[src/rtl/regrw_arbiter2.sv]
// -----------------------------------------------------------------------------
// regrw_arbiter2
//
// Two-requester round-robin arbiter in front of a single 32-bit Avalon-MM
// register slave. One transaction is latched at a time, issued on the shared
// master port, held through slave waitrequest and the fixed read latency, and
// then completed to the granted requester with a single-cycle waitrequest drop.
//
// Parameters
//   AW            word address width on every port
//   READ_LATENCY  slave read latency in cycles after accept (0 = readdata is
//                 valid in the accept cycle)
//
// Ports
//   csi_MCLK_clk          clock, all logic on the rising edge
//   rsi_MRST_reset_n      asynchronous active-low reset
//   avs_m0_* / avs_m1_*   requester slave ports (address, writedata,
//                         byteenable, write, read in; readdata, waitrequest out)
//   avm_reg_*             master port to the shared register slave
//
// Every output is taken from a register or decoded from state plus latched
// transaction, so no requester input reaches an output combinationally.
// -----------------------------------------------------------------------------
module regrw_arbiter2 #(
    parameter int AW           = 4,
    parameter int READ_LATENCY = 0
) (
    input  logic          csi_MCLK_clk,
    input  logic          rsi_MRST_reset_n,

    input  logic [AW-1:0] avs_m0_address,
    input  logic [31:0]   avs_m0_writedata,
    input  logic [3:0]    avs_m0_byteenable,
    input  logic          avs_m0_write,
    input  logic          avs_m0_read,
    output logic [31:0]   avs_m0_readdata,
    output logic          avs_m0_waitrequest,

    input  logic [AW-1:0] avs_m1_address,
    input  logic [31:0]   avs_m1_writedata,
    input  logic [3:0]    avs_m1_byteenable,
    input  logic          avs_m1_write,
    input  logic          avs_m1_read,
    output logic [31:0]   avs_m1_readdata,
    output logic          avs_m1_waitrequest,

    output logic [AW-1:0] avm_reg_address,
    output logic [31:0]   avm_reg_writedata,
    output logic [3:0]    avm_reg_byteenable,
    output logic          avm_reg_write,
    output logic          avm_reg_read,
    input  logic [31:0]   avm_reg_readdata,
    input  logic          avm_reg_waitrequest
);

    // Latency counter is at least one bit wide even when it is never loaded.
    localparam int            CW       = (READ_LATENCY < 1) ? 1 : $clog2(READ_LATENCY + 1);
    localparam logic [CW-1:0] CNT_LOAD = CW'(READ_LATENCY);
    localparam logic [CW-1:0] CNT_ONE  = CW'(1);
    localparam logic          ZERO_LAT = (READ_LATENCY == 0);

    typedef enum logic [1:0] {
        S_IDLE   = 2'd0,
        S_ISSUE  = 2'd1,
        S_RDWAIT = 2'd2,
        S_DONE   = 2'd3
    } state_t;

    state_t          r_state;
    state_t          w_next_state;

    logic [AW-1:0]   r_addr;
    logic [31:0]     r_wdata;
    logic [3:0]      r_be;
    logic            r_is_write;
    logic            r_grant;
    logic            r_last_grant;
    logic [31:0]     r_rdata;
    logic [CW-1:0]   r_cnt;

    logic            w_req0;
    logic            w_req1;
    logic            w_grant_sel;
    logic [AW-1:0]   w_sel_addr;
    logic [31:0]     w_sel_wdata;
    logic [3:0]      w_sel_be;
    logic            w_sel_is_write;

    logic            w_latch;
    logic            w_capture;
    logic            w_cnt_load;
    logic            w_cnt_dec;
    logic            w_done;

    assign w_req0 = avs_m0_read | avs_m0_write;
    assign w_req1 = avs_m1_read | avs_m1_write;

    // On a contest the port that did not win last time gets the slave; the
    // last-grant register resets to 1 so requester 0 wins the first contest.
    always_comb begin
        if (w_req0 & w_req1) begin
            w_grant_sel = ~r_last_grant;
        end else begin
            w_grant_sel = w_req1;
        end
    end

    // Write wins when a requester raises read and write together.
    always_comb begin
        if (w_grant_sel) begin
            w_sel_addr     = avs_m1_address;
            w_sel_wdata    = avs_m1_writedata;
            w_sel_be       = avs_m1_byteenable;
            w_sel_is_write = avs_m1_write;
        end else begin
            w_sel_addr     = avs_m0_address;
            w_sel_wdata    = avs_m0_writedata;
            w_sel_be       = avs_m0_byteenable;
            w_sel_is_write = avs_m0_write;
        end
    end

    always_ff @(posedge csi_MCLK_clk or negedge rsi_MRST_reset_n) begin
        if (!rsi_MRST_reset_n) begin
            r_state <= S_IDLE;
        end else begin
            r_state <= w_next_state;
        end
    end

    always_comb begin
        w_next_state = r_state;
        w_latch      = 1'b0;
        w_capture    = 1'b0;
        w_cnt_load   = 1'b0;
        w_cnt_dec    = 1'b0;
        w_done       = 1'b0;
        case (r_state)
            S_IDLE: begin
                if (w_req0 | w_req1) begin
                    w_latch      = 1'b1;
                    w_next_state = S_ISSUE;
                end
            end
            S_ISSUE: begin
                if (!avm_reg_waitrequest) begin
                    if (r_is_write) begin
                        w_next_state = S_DONE;
                    end else if (ZERO_LAT) begin
                        w_capture    = 1'b1;
                        w_next_state = S_DONE;
                    end else begin
                        w_cnt_load   = 1'b1;
                        w_next_state = S_RDWAIT;
                    end
                end
            end
            S_RDWAIT: begin
                // Counter holds READ_LATENCY on entry; data is due when it
                // reads 1, i.e. READ_LATENCY cycles after the accept cycle.
                if (r_cnt == CNT_ONE) begin
                    w_capture    = 1'b1;
                    w_next_state = S_DONE;
                end else begin
                    w_cnt_dec    = 1'b1;
                end
            end
            S_DONE: begin
                w_done       = 1'b1;
                w_next_state = S_IDLE;
            end
            default: begin
                w_next_state = S_IDLE;
            end
        endcase
    end

    always_ff @(posedge csi_MCLK_clk or negedge rsi_MRST_reset_n) begin
        if (!rsi_MRST_reset_n) begin
            r_addr       <= '0;
            r_wdata      <= '0;
            r_be         <= '0;
            r_is_write   <= 1'b0;
            r_grant      <= 1'b0;
            r_last_grant <= 1'b1;
            r_rdata      <= '0;
            r_cnt        <= '0;
        end else begin
            if (w_latch) begin
                r_addr     <= w_sel_addr;
                r_wdata    <= w_sel_wdata;
                r_be       <= w_sel_be;
                r_is_write <= w_sel_is_write;
                r_grant    <= w_grant_sel;
            end
            if (w_capture) begin
                r_rdata <= avm_reg_readdata;
            end
            if (w_cnt_load) begin
                r_cnt <= CNT_LOAD;
            end else if (w_cnt_dec) begin
                r_cnt <= r_cnt - CNT_ONE;
            end
            if (w_done) begin
                r_last_grant <= r_grant;
            end
        end
    end

    // Master port: latched fields drive the slave directly; strobes only
    // while issuing so they drop in RDWAIT and DONE.
    assign avm_reg_address    = r_addr;
    assign avm_reg_writedata  = r_wdata;
    assign avm_reg_byteenable = r_be;
    assign avm_reg_write      = (r_state == S_ISSUE) &  r_is_write;
    assign avm_reg_read       = (r_state == S_ISSUE) & ~r_is_write;

    // Requester ports: single-cycle release to the granted port only.
    assign avs_m0_waitrequest = ~((r_state == S_DONE) & ~r_grant);
    assign avs_m1_waitrequest = ~((r_state == S_DONE) &  r_grant);
    assign avs_m0_readdata    = r_rdata;
    assign avs_m1_readdata    = r_rdata;

endmodule

[config.mk]
export PLATFORM = sky130hd
export DESIGN_NAME = regrw_arbiter2
export DESIGN_NICKNAME = d
export VERILOG_FILES = /design/src/rtl/regrw_arbiter2.sv
export SDC_FILE = /design/constraint.sdc
export NUM_CORES = 1
export LEC_CHECK = 0
export CORE_MARGIN = 2
export CORE_UTILIZATION = 41
export CTS_CLUSTER_SIZE = 10
export DETAILED_ROUTE_END_ITERATION = 6
export MAX_ROUTING_LAYER = met4
export PLACE_DENSITY = 0.87
export SLEW_MARGIN = 20
export SYNTH_ARGS = -nofsm -noshare
export SYNTH_HDL_FRONTEND = slang
export SYNTH_SLANG_ARGS = --single-unit
[constraint.sdc]
create_clock -name csi_MCLK_clk -period 3.1 [get_ports csi_MCLK_clk]
set_input_delay 0.31 -clock csi_MCLK_clk [delete_from_list [all_inputs] [get_ports csi_MCLK_clk]]
set_output_delay 0.31 -clock csi_MCLK_clk [all_outputs]
set_load 0.02 [all_outputs]
==> results of run 1 <==
[power by group]
part	total, mW	switching (mW)	leakage, nW	internal, mW
Clock	0.826	0.370	0.0998	0.456
Combinational	3.83	1.92	1.43	1.90
Sequential	1.90	0.349	0.891	1.55
Total	6.55	2.64	2.42	3.91
[sequential cells by signal (all words and copies together) (netlist names)]
signal	flops
avm_reg_address	4
avm_reg_byteenable	4
avm_reg_writedata	32
avs_m0_readdata	32
r_cnt	1
r_grant	1
r_is_write	1
r_last_grant	1
r_state	2
[synthesized netlist by cell type (all sizes together), types with 2 or more instances]
| cell | count | share of area |
|---|---|---|
| dfrtp | 77 | 0.51 |
| buf | 49 | 0.098 |
| nand3 | 41 | 0.054 |
| o21ai | 44 | 0.059 |
| or2 | 2 | 0.0033 |
| inv | 6 | 0.0060 |
| nor2 | 42 | 0.042 |
| nor3b | 2 | 0.0040 |
| nand2 | 3 | 0.0030 |
| mux2 | 33 | 0.098 |
| a31oi | 40 | 0.066 |
| ha | 4 | 0.013 |
| clkbuf | 12 | 0.012 |
| and2 | 2 | 0.0033 |
[cells by family (layout without fill, tap and decap cells)]
kind of cell / after synthesis / count (layout) / synth area share
muxes: 34 / 34 / 0.1011
AOI/OAI and AO/OA: 89 / 89 / 0.1372
buffers and inverters: 67 / 253 / 0.1160
adders and majority gates: 4 / 4 / 0.01325
DFF: 78 / 78 / 0.5172
and+or+nand+nor: 95 / 95 / 0.1153
[routing by layer]
metal / global-route usage / vias up / wire length, µm
met3: 0.05084 / 14 / 901
met4: 0.06428 / 0 / 192
met1: 0.2385 / 1707 / 3967
li1: - / 1630 / -
met5: - / - / 0
met2: 0.4075 / 149 / 6150
[worst max-delay path by stage]
stage / end / cells after the start / from / slack, ps
final: avm_reg_read / 4 / r_state[1] / 990
after global routing: avm_reg_writedata[7] / 6 / r_state[0] / 840
after floorplan: avs_m0_readdata[0] / 6 / r_state[0] / 1460
after detailed placement: avm_reg_writedata[7] / 5 / avs_m0_write / 780
after global placement: avm_reg_writedata[9] / 5 / avs_m0_write / 850
after CTS: avm_reg_read / 4 / r_state[1] / 940
[cell usage in the layout (no fill, tap or decap), types with 2 or more instances in the layout]
master	count
mux2_2	31
buf_4	4
nand3_1	41
clkbuf_1	2
clkbuf_8	9
mux2_1	2
inv_1	6
nand2_1	3
nor2_1	41
and2_1	2
dfrtp_1	77
o21ai_0	41
or2_2	2
clkinvlp_4	2
a31oi_1	40
clkdlybuf4s50_1	225
ha_1	4
nor3b_1	2
bufinv_16	2
[area by class of cell]
type | instances | area (µm²)
Tap cell | 111 | 138.9
Clock inverter | 5 | 83.83
Fill cell | 724 | 3022
Multi-Input combinational cell | 222 | 1400
Timing Repair Buffer | 231 | 2313
Sequential cell | 78 | 1953
Inverter | 6 | 22.52
Clock buffer | 11 | 131.4
[worst max-delay path: stages, from the launching register on]
cell and delay (ps):
dfrtp_1 410, inv_1 90, ha_1 190, nor2b_1 150
clkdlybuf4s50_1 630
==> results.cfg, run 1 <==
[cells_and_area]
antennaDiodeCount = 0
design_area_um2 = 6043
drive_gt1_frac = 0.1049
area.growth.synth_to_final_pct = 60.04
fin_cells = 664
fin_util = 0.6667
nets = 671

[timing]
whs_ps = -21.66
maxSlewViolCount = 0
slew_headroom = 0.4485
fin_setup_tns_ps = 0
worstMarginPinSlew_ps = 827.3
fin_ws_ps = 985.8
setup_viol = 0
hold_viol_final = 12
fmax_mhz = 473.0
skew_ps = 13.92
rsz0062_at_grt = false
period_share = 0.6820
final.min_clock_period_ps = 2114

[drt]
vias = 3500
drc = 0
detail-route-antenna-nets = 0
wire_per_inst_um = 16.89
first_iter_violations = 130
first_pass_iters = 4
routed_via_density = 5.271
wirelength_mm = 11.21

[synth]
ys_warn_count = 0
yosysSeqAreaShare = 0.5172
syn_nets = 490
syn_avg_cell_area_um2 = 10.29
ys_types = 29
synth_seq_cells = 78
synth_edf_count = 0
syn-cell-area_um2 = 3776
synthCells = 367
synth_top_flop_cell = dfrtp_1
synthArstFlopShare = 1.000

[global_route]
grt_usage = 0.2217
grt-ovfl-total = 0
grt_pass1_wl_mm = 16.71
antenna_found_initial = 0
grt_start_max_net_pins = 79
grt_pass1_vias = 3376

[clock_tree]
tritoncts = done
clock_latency_ps = 340
clk_path_buf_depth = 2
post_cts_resized = 0
clock-sinks = 78
htreeDepth = 3
clockRootBuffer = clkbuf_8
cts.clk_slew.worst_paths_ps = 80
cts_setup_buffers = 0
cts_buffers = 9
postCtsHoldBufs = 0

[floorplanning]
die_h_um = 99.97
dieArea_um2 = 9994
ioPinCount = 227
core_um2 = 9065
std_cell_rows = 35
die_w_um = 99.97
start_util = 0.4166

[worst_hold_path]
hp-class = in -> async

[place]
dpl.hpwl_mm = 8.320
dp.cells = 648
dpl_cell_area_um2 = 5824
place.gp.congestion = 0.8136
dp_slack_ps = 781.6
port_buffers = 226

[status]
violations = hold timing
status = finished with violations

[run]
cap_viol_max_count = 0

[setup_path]
regToRegSetupSlack_ps = 1030
reg2reg_to = avm_reg_writedata[7]
arrival_ps = 1800
crit_fanout = 4
rr_worst_depth = 6
r2r_start = r_state[0]
worstPathRequired_ps = 2790
crit_type = reg -> out
setup.worst_path.end_class = primary output
cp-start-kind = flop

[pwr]
power.total_mw = 6.549
p_leak_nw = 2.418
power_density_nw_per_um2 = 1084
ir_worst_vdd_mv = 0.4229
No activity file was read; power rests on OpenSTA's default activity.
==> run 2: changes to the inputs <==
--- a/config.mk
+++ b/config.mk
@@ -6,11 +6,11 @@
 export NUM_CORES = 1
 export LEC_CHECK = 0
 export CORE_MARGIN = 2
-export CORE_UTILIZATION = 41
+export CORE_UTILIZATION = 38
 export CTS_CLUSTER_SIZE = 10
 export DETAILED_ROUTE_END_ITERATION = 6
 export MAX_ROUTING_LAYER = met4
-export PLACE_DENSITY = 0.87
+export PLACE_DENSITY = 0.81
 export SLEW_MARGIN = 20
 export SYNTH_ARGS = -nofsm -noshare
 export SYNTH_HDL_FRONTEND = slang
==> constraint.sdc (replaced) <==
create_clock -name csi_MCLK_clk -period 2.1 [get_ports csi_MCLK_clk]
set_input_delay 0.21 -clock csi_MCLK_clk [delete_from_list [all_inputs] [get_ports csi_MCLK_clk]]
set_output_delay 0.21 -clock csi_MCLK_clk [all_outputs]
set_load 0.02 [all_outputs]
==> results.cfg, run 2 (synthesis results as in run 1) <==
[pwr]
p_clk_frac = 0.119
power_density_nw_per_um2 = 1582
p_leak_nw = 2.463
seq_power_share = 0.288
p_int_mw = 5.692
power.switching_mw = 3.984
switching_share = 0.4117
power.total_mw = 9.676
pwr-share-comb = 0.593
ir_worst_vdd_mv = 0.6572

[place]
place.gp.congestion = 0.8347
dpl.hpwl_mm = 8.817
dpl_cell_area_um2 = 5899
port_buffers = 226
dp_slack_ps = 81.36

[clock_tree]
tritoncts = done
clock_latency_ps = 350
cts_buffers = 9
cts_setup_buffers = 0
clk_path_buf_depth = 2
clockRootBuffer = clkbuf_8
htreeDepth = 3
clock-sinks = 78
cts.clk_slew.worst_paths_ps = 80

[cells_and_area]
final_common_cell = clkdlybuf4s50_1
fill_cells = 801
final_cell_mix = clkdlybuf4s50_1 (224), dfrtp_1 (77), o21ai_0 (41), nand3_1 (41), nor2_1 (41)
design_area_um2 = 6116
drive_gt1_frac = 0.1131
antennaDiodeCount = 0
multi_input_area_um2 = 1400
fin_util = 0.6286
nets = 675
area.growth.synth_to_final_pct = 61.96
ff_latch_area_um2 = 1953

[timing]
rsz0062_at_grt = false
fmax_mhz = 501.5
fin_ws_ps = 106.1
maxSlewViolCount = 0
hold_viol_final = 0
fin_setup_tns_ps = 0
period_share = 0.9495
setup_viol = 0
slew_headroom = 0.4708
worstMarginPinSlew_ps = 793.8
final.min_clock_period_ps = 1994
skew_ps = 13.24

[setup_path]
arrival_ps = 1780
worstPathRequired_ps = 1890
regToRegSetupSlack_ps = 350
rr_worst_depth = 6
setup.worst_path.end_class = primary output
crit_type = reg -> out
cp-start-kind = flop
crit_fanout = 4

[floorplanning]
core_um2 = 9729
ioPinCount = 227
start_util = 0.3881
dieArea_um2 = 10750
die_h_um = 103.7
std_cell_rows = 36
die_w_um = 103.7

[drt]
vias = 3505
wirelength_mm = 11.62
detail-route-antenna-nets = 0
wl_met2_mm = 5.967
drc = 0
routed_via_density = 5.080
first_pass_iters = 5
first_iter_violations = 165
wire_per_inst_um = 16.84
route.met3.wl_mm = 1.036
highest_layer = met4
m1WireLength_mm = 4.411

[status]
status = complete, no violations

[global_route]
grt_start_max_net_pins = 46
grt-ovfl-total = 0
antenna_found_initial = 0
grt_pass1_vias = 3584
grt_usage = 0.2212
grt_pass1_wl_mm = 18.32

[run]
cap_viol_max_count = 0

[worst_hold_path]
hp-class = in -> async
run 2: power groups by stage:
stage	logic, mW	registers [mW]	clock network (mW)
2_1_floorplan	2.60	3.61	0
3_3_place_gp	5.66	2.77	0
3_5_place_dp	5.78	2.82	0
4_1_cts	5.79	2.79	1.19
5_1_grt	6.07	2.90	1.24
6_report	5.74	2.79	1.15
run 2: worst max-delay path: stages (launching register included):
cell and delay (ps):
dfrtp_1 410, inv_1 90, ha_1 200, and2_1 130, clkdlybuf4s50_1 610
run 2: path summary, 6_finish.rpt:
path                                      startpoint               endpoint
worst max-delay path                      r_state[1]          avm_reg_write
worst min-delay path                rsi_MRST_reset_n   avm_reg_writedata[3]
worst max register to register            r_state[0]    avs_m0_readdata[16]
worst min register to register                 r_cnt                  r_cnt
max in group asynchronous           rsi_MRST_reset_n           r_last_grant
min in group csi_MCLK_clk       avs_m1_writedata[30]  avm_reg_writedata[30]
run 2: repair_timing:
item                       4_1_cts  5_1_grt
setup endpoints to repair        0        1
gates resized for setup          0        1
hold endpoints to repair        36        0
hold buffers                     1        0
run 2: area by class of cell:
| type | count | area share |
|---|---|---|
| inverters | 6 | 0.003682 |
| clock inverters | 7 | 0.01309 |
| clock buffers | 9 | 0.02025 |
| well taps | 133 | 0.02721 |
| repair buffers | 235 | 0.3875 |
| multi-input cells | 222 | 0.2289 |
| flip-flops and latches | 78 | 0.3194 |
run 2: metal layers:
| layer | vias to the layer above | GRT usage |
|---|---|---|
| met5 | - | - |
| met4 | 0 | 0.08301 |
| met3 | 18 | 0.06104 |
| met2 | 180 | 0.3827 |
| met1 | 1672 | 0.2440 |
| li1 | 1635 | - |
run 2: stage by stage:
stage               hold slack, ps  std cells
finish                       366.9        690
global placement             207.0        673
detailed placement           210.6        673
global route                 395.3        690
floorplan                   -85.59        367
CTS                          364.7        690
==> run 3: changes to the inputs <==
--- a/config.mk
+++ b/config.mk
@@ -6,11 +6,12 @@
 export NUM_CORES = 1
 export LEC_CHECK = 0
 export CORE_MARGIN = 2
-export CORE_UTILIZATION = 38
+export CORE_UTILIZATION = 39
+export CTS_BUF_LIST = sky130_fd_sc_hd__clkbuf_8
 export CTS_CLUSTER_SIZE = 10
 export DETAILED_ROUTE_END_ITERATION = 6
 export MAX_ROUTING_LAYER = met4
-export PLACE_DENSITY = 0.81
+export PLACE_DENSITY = 0.83
 export SLEW_MARGIN = 20
 export SYNTH_ARGS = -nofsm -noshare
 export SYNTH_HDL_FRONTEND = slang
==> results.cfg, run 3 (synthesis results as in run 1) <==
[global_route]
use_met1 = 0.2229
met2_usage = 0.3684
antenna_found_initial = 0
grt-ovfl-total = 0
grt_pass1_vias = 3359
grt_pass1_wl_mm = 16.43
grt_use_met3 = 0.06977
grt_usage = 0.2100
grt_start_max_net_pins = 47
grt.busiest_layer = met2

[place]
dpl_cell_area_um2 = 5917
place.gp.congestion = 0.7694
port_buffers = 226
dp.cells = 672
dp_slack_ps = 101.1
dpl.hpwl_mm = 8.480

[timing]
maxSlewViolCount = 0
rsz0062_at_grt = false
slew_headroom = 0.4514
fin_ws_ps = 198.0
whs_ps = 382.5
skew_ps = 12.11
hold_viol_final = 0
setup_viol = 0
worstMarginPinSlew_ps = 823.0
final.min_clock_period_ps = 1902
fmax_mhz = 525.8
fin_setup_tns_ps = 0
period_share = 0.9057

[cells_and_area]
drive_gt1_frac = 0.1179
final_cell_mix = clkdlybuf4s50_1 (223), dfrtp_1 (77), o21ai_0 (41), nand3_1 (41), nor2_1 (41)
fin_util = 0.6582
area.growth.synth_to_final_pct = 62.59
nets = 678
fill_cells = 741
antennaDiodeCount = 0
design_area_um2 = 6140
fin_cells = 689
final_common_cell = clkdlybuf4s50_1

[clock_tree]
cts.clk_slew.worst_paths_ps = 90
clock_latency_ps = 340
clockRootBuffer = clkbuf_8
clock-sinks = 78
tritoncts = done
cts_setup_buffers = 0
clk_path_buf_depth = 2
htreeDepth = 3
cts_buffers = 9

[run]
cap_viol_max_count = 0

[floorplanning]
die_h_um = 102.4
std_cell_rows = 35
start_util = 0.4048
ioPinCount = 227
die_w_um = 102.4
core_um2 = 9328
dieArea_um2 = 10490

[setup_path]
cp-start-kind = flop
setup.worst_path.end_class = primary output
arrival_ps = 1690
crit_fanout = 4
crit_type = reg -> out
worstPathRequired_ps = 1890

[pwr]
power.total_mw = 9.648
power_density_nw_per_um2 = 1571
p_leak_nw = 2.488
ir_worst_vdd_mv = 0.7530

[drt]
drc = 0
first_iter_violations = 115
vias = 3449
first_pass_iters = 6
detail-route-antenna-nets = 0
wire_per_inst_um = 16.10
wirelength_mm = 11.10
routed_via_density = 5.006

[worst_hold_path]
hp-class = in -> async

[status]
status = complete, no violations
## run 3: per-layer routing
layer,share of wire,vias to the layer above
li1,-,1645
met1,0.38,1630
met2,0.52,153
met3,0.081,21
met4,0.026,0
met5,0,-
## run 3: cell type report
type	count	area (µm²)	share of cell area
multi-input cells	222	1400	0.2280
clock buffers	10	137.6	0.02242
well taps	129	161.4	0.02629
flip-flops and latches	78	1953	0.3181
clock inverters	6	70.07	0.01141
inverters	6	22.52	0.003668
repair buffers	238	2395	0.3901
## run 3: repair_timing
action                                 in CTS  in global routing
setup endpoints to repair                   0                  2
endpoints found under the hold margin      36                  0
hold buffers                                1                  0
resized for setup                           0                  2
## run 3: final timing paths
check                                          from                    to  slack [ps]  cells past startpoint
worst max-delay path                     r_state[1]    avs_m1_waitrequest         200                      3
worst min-delay path               rsi_MRST_reset_n  avm_reg_writedata[1]         380                      2
worst max register to register           r_state[0]   avs_m0_readdata[22]         370                      6
worst min register to register                r_cnt                 r_cnt         520                      1
max in group asynchronous          rsi_MRST_reset_n   avs_m0_readdata[19]        1130                      3
min in group csi_MCLK_clk       avs_m1_writedata[1]  avm_reg_writedata[1]         440                      3
## run 3: report_power, final
part	internal [mW]	switching [mW]	leakage (nW)	total (mW)
Sequential	2.28	0.494	0.891	2.78
Clock	0.588	0.573	0.0951	1.16
Combinational	2.86	2.85	1.50	5.71
## run 3: critical path, cell delays in order (launching register included)
cell             delay (ps)
dfrtp_1                 420
ha_1                    230
nand2_1                  90
clkdlybuf4s50_1         630
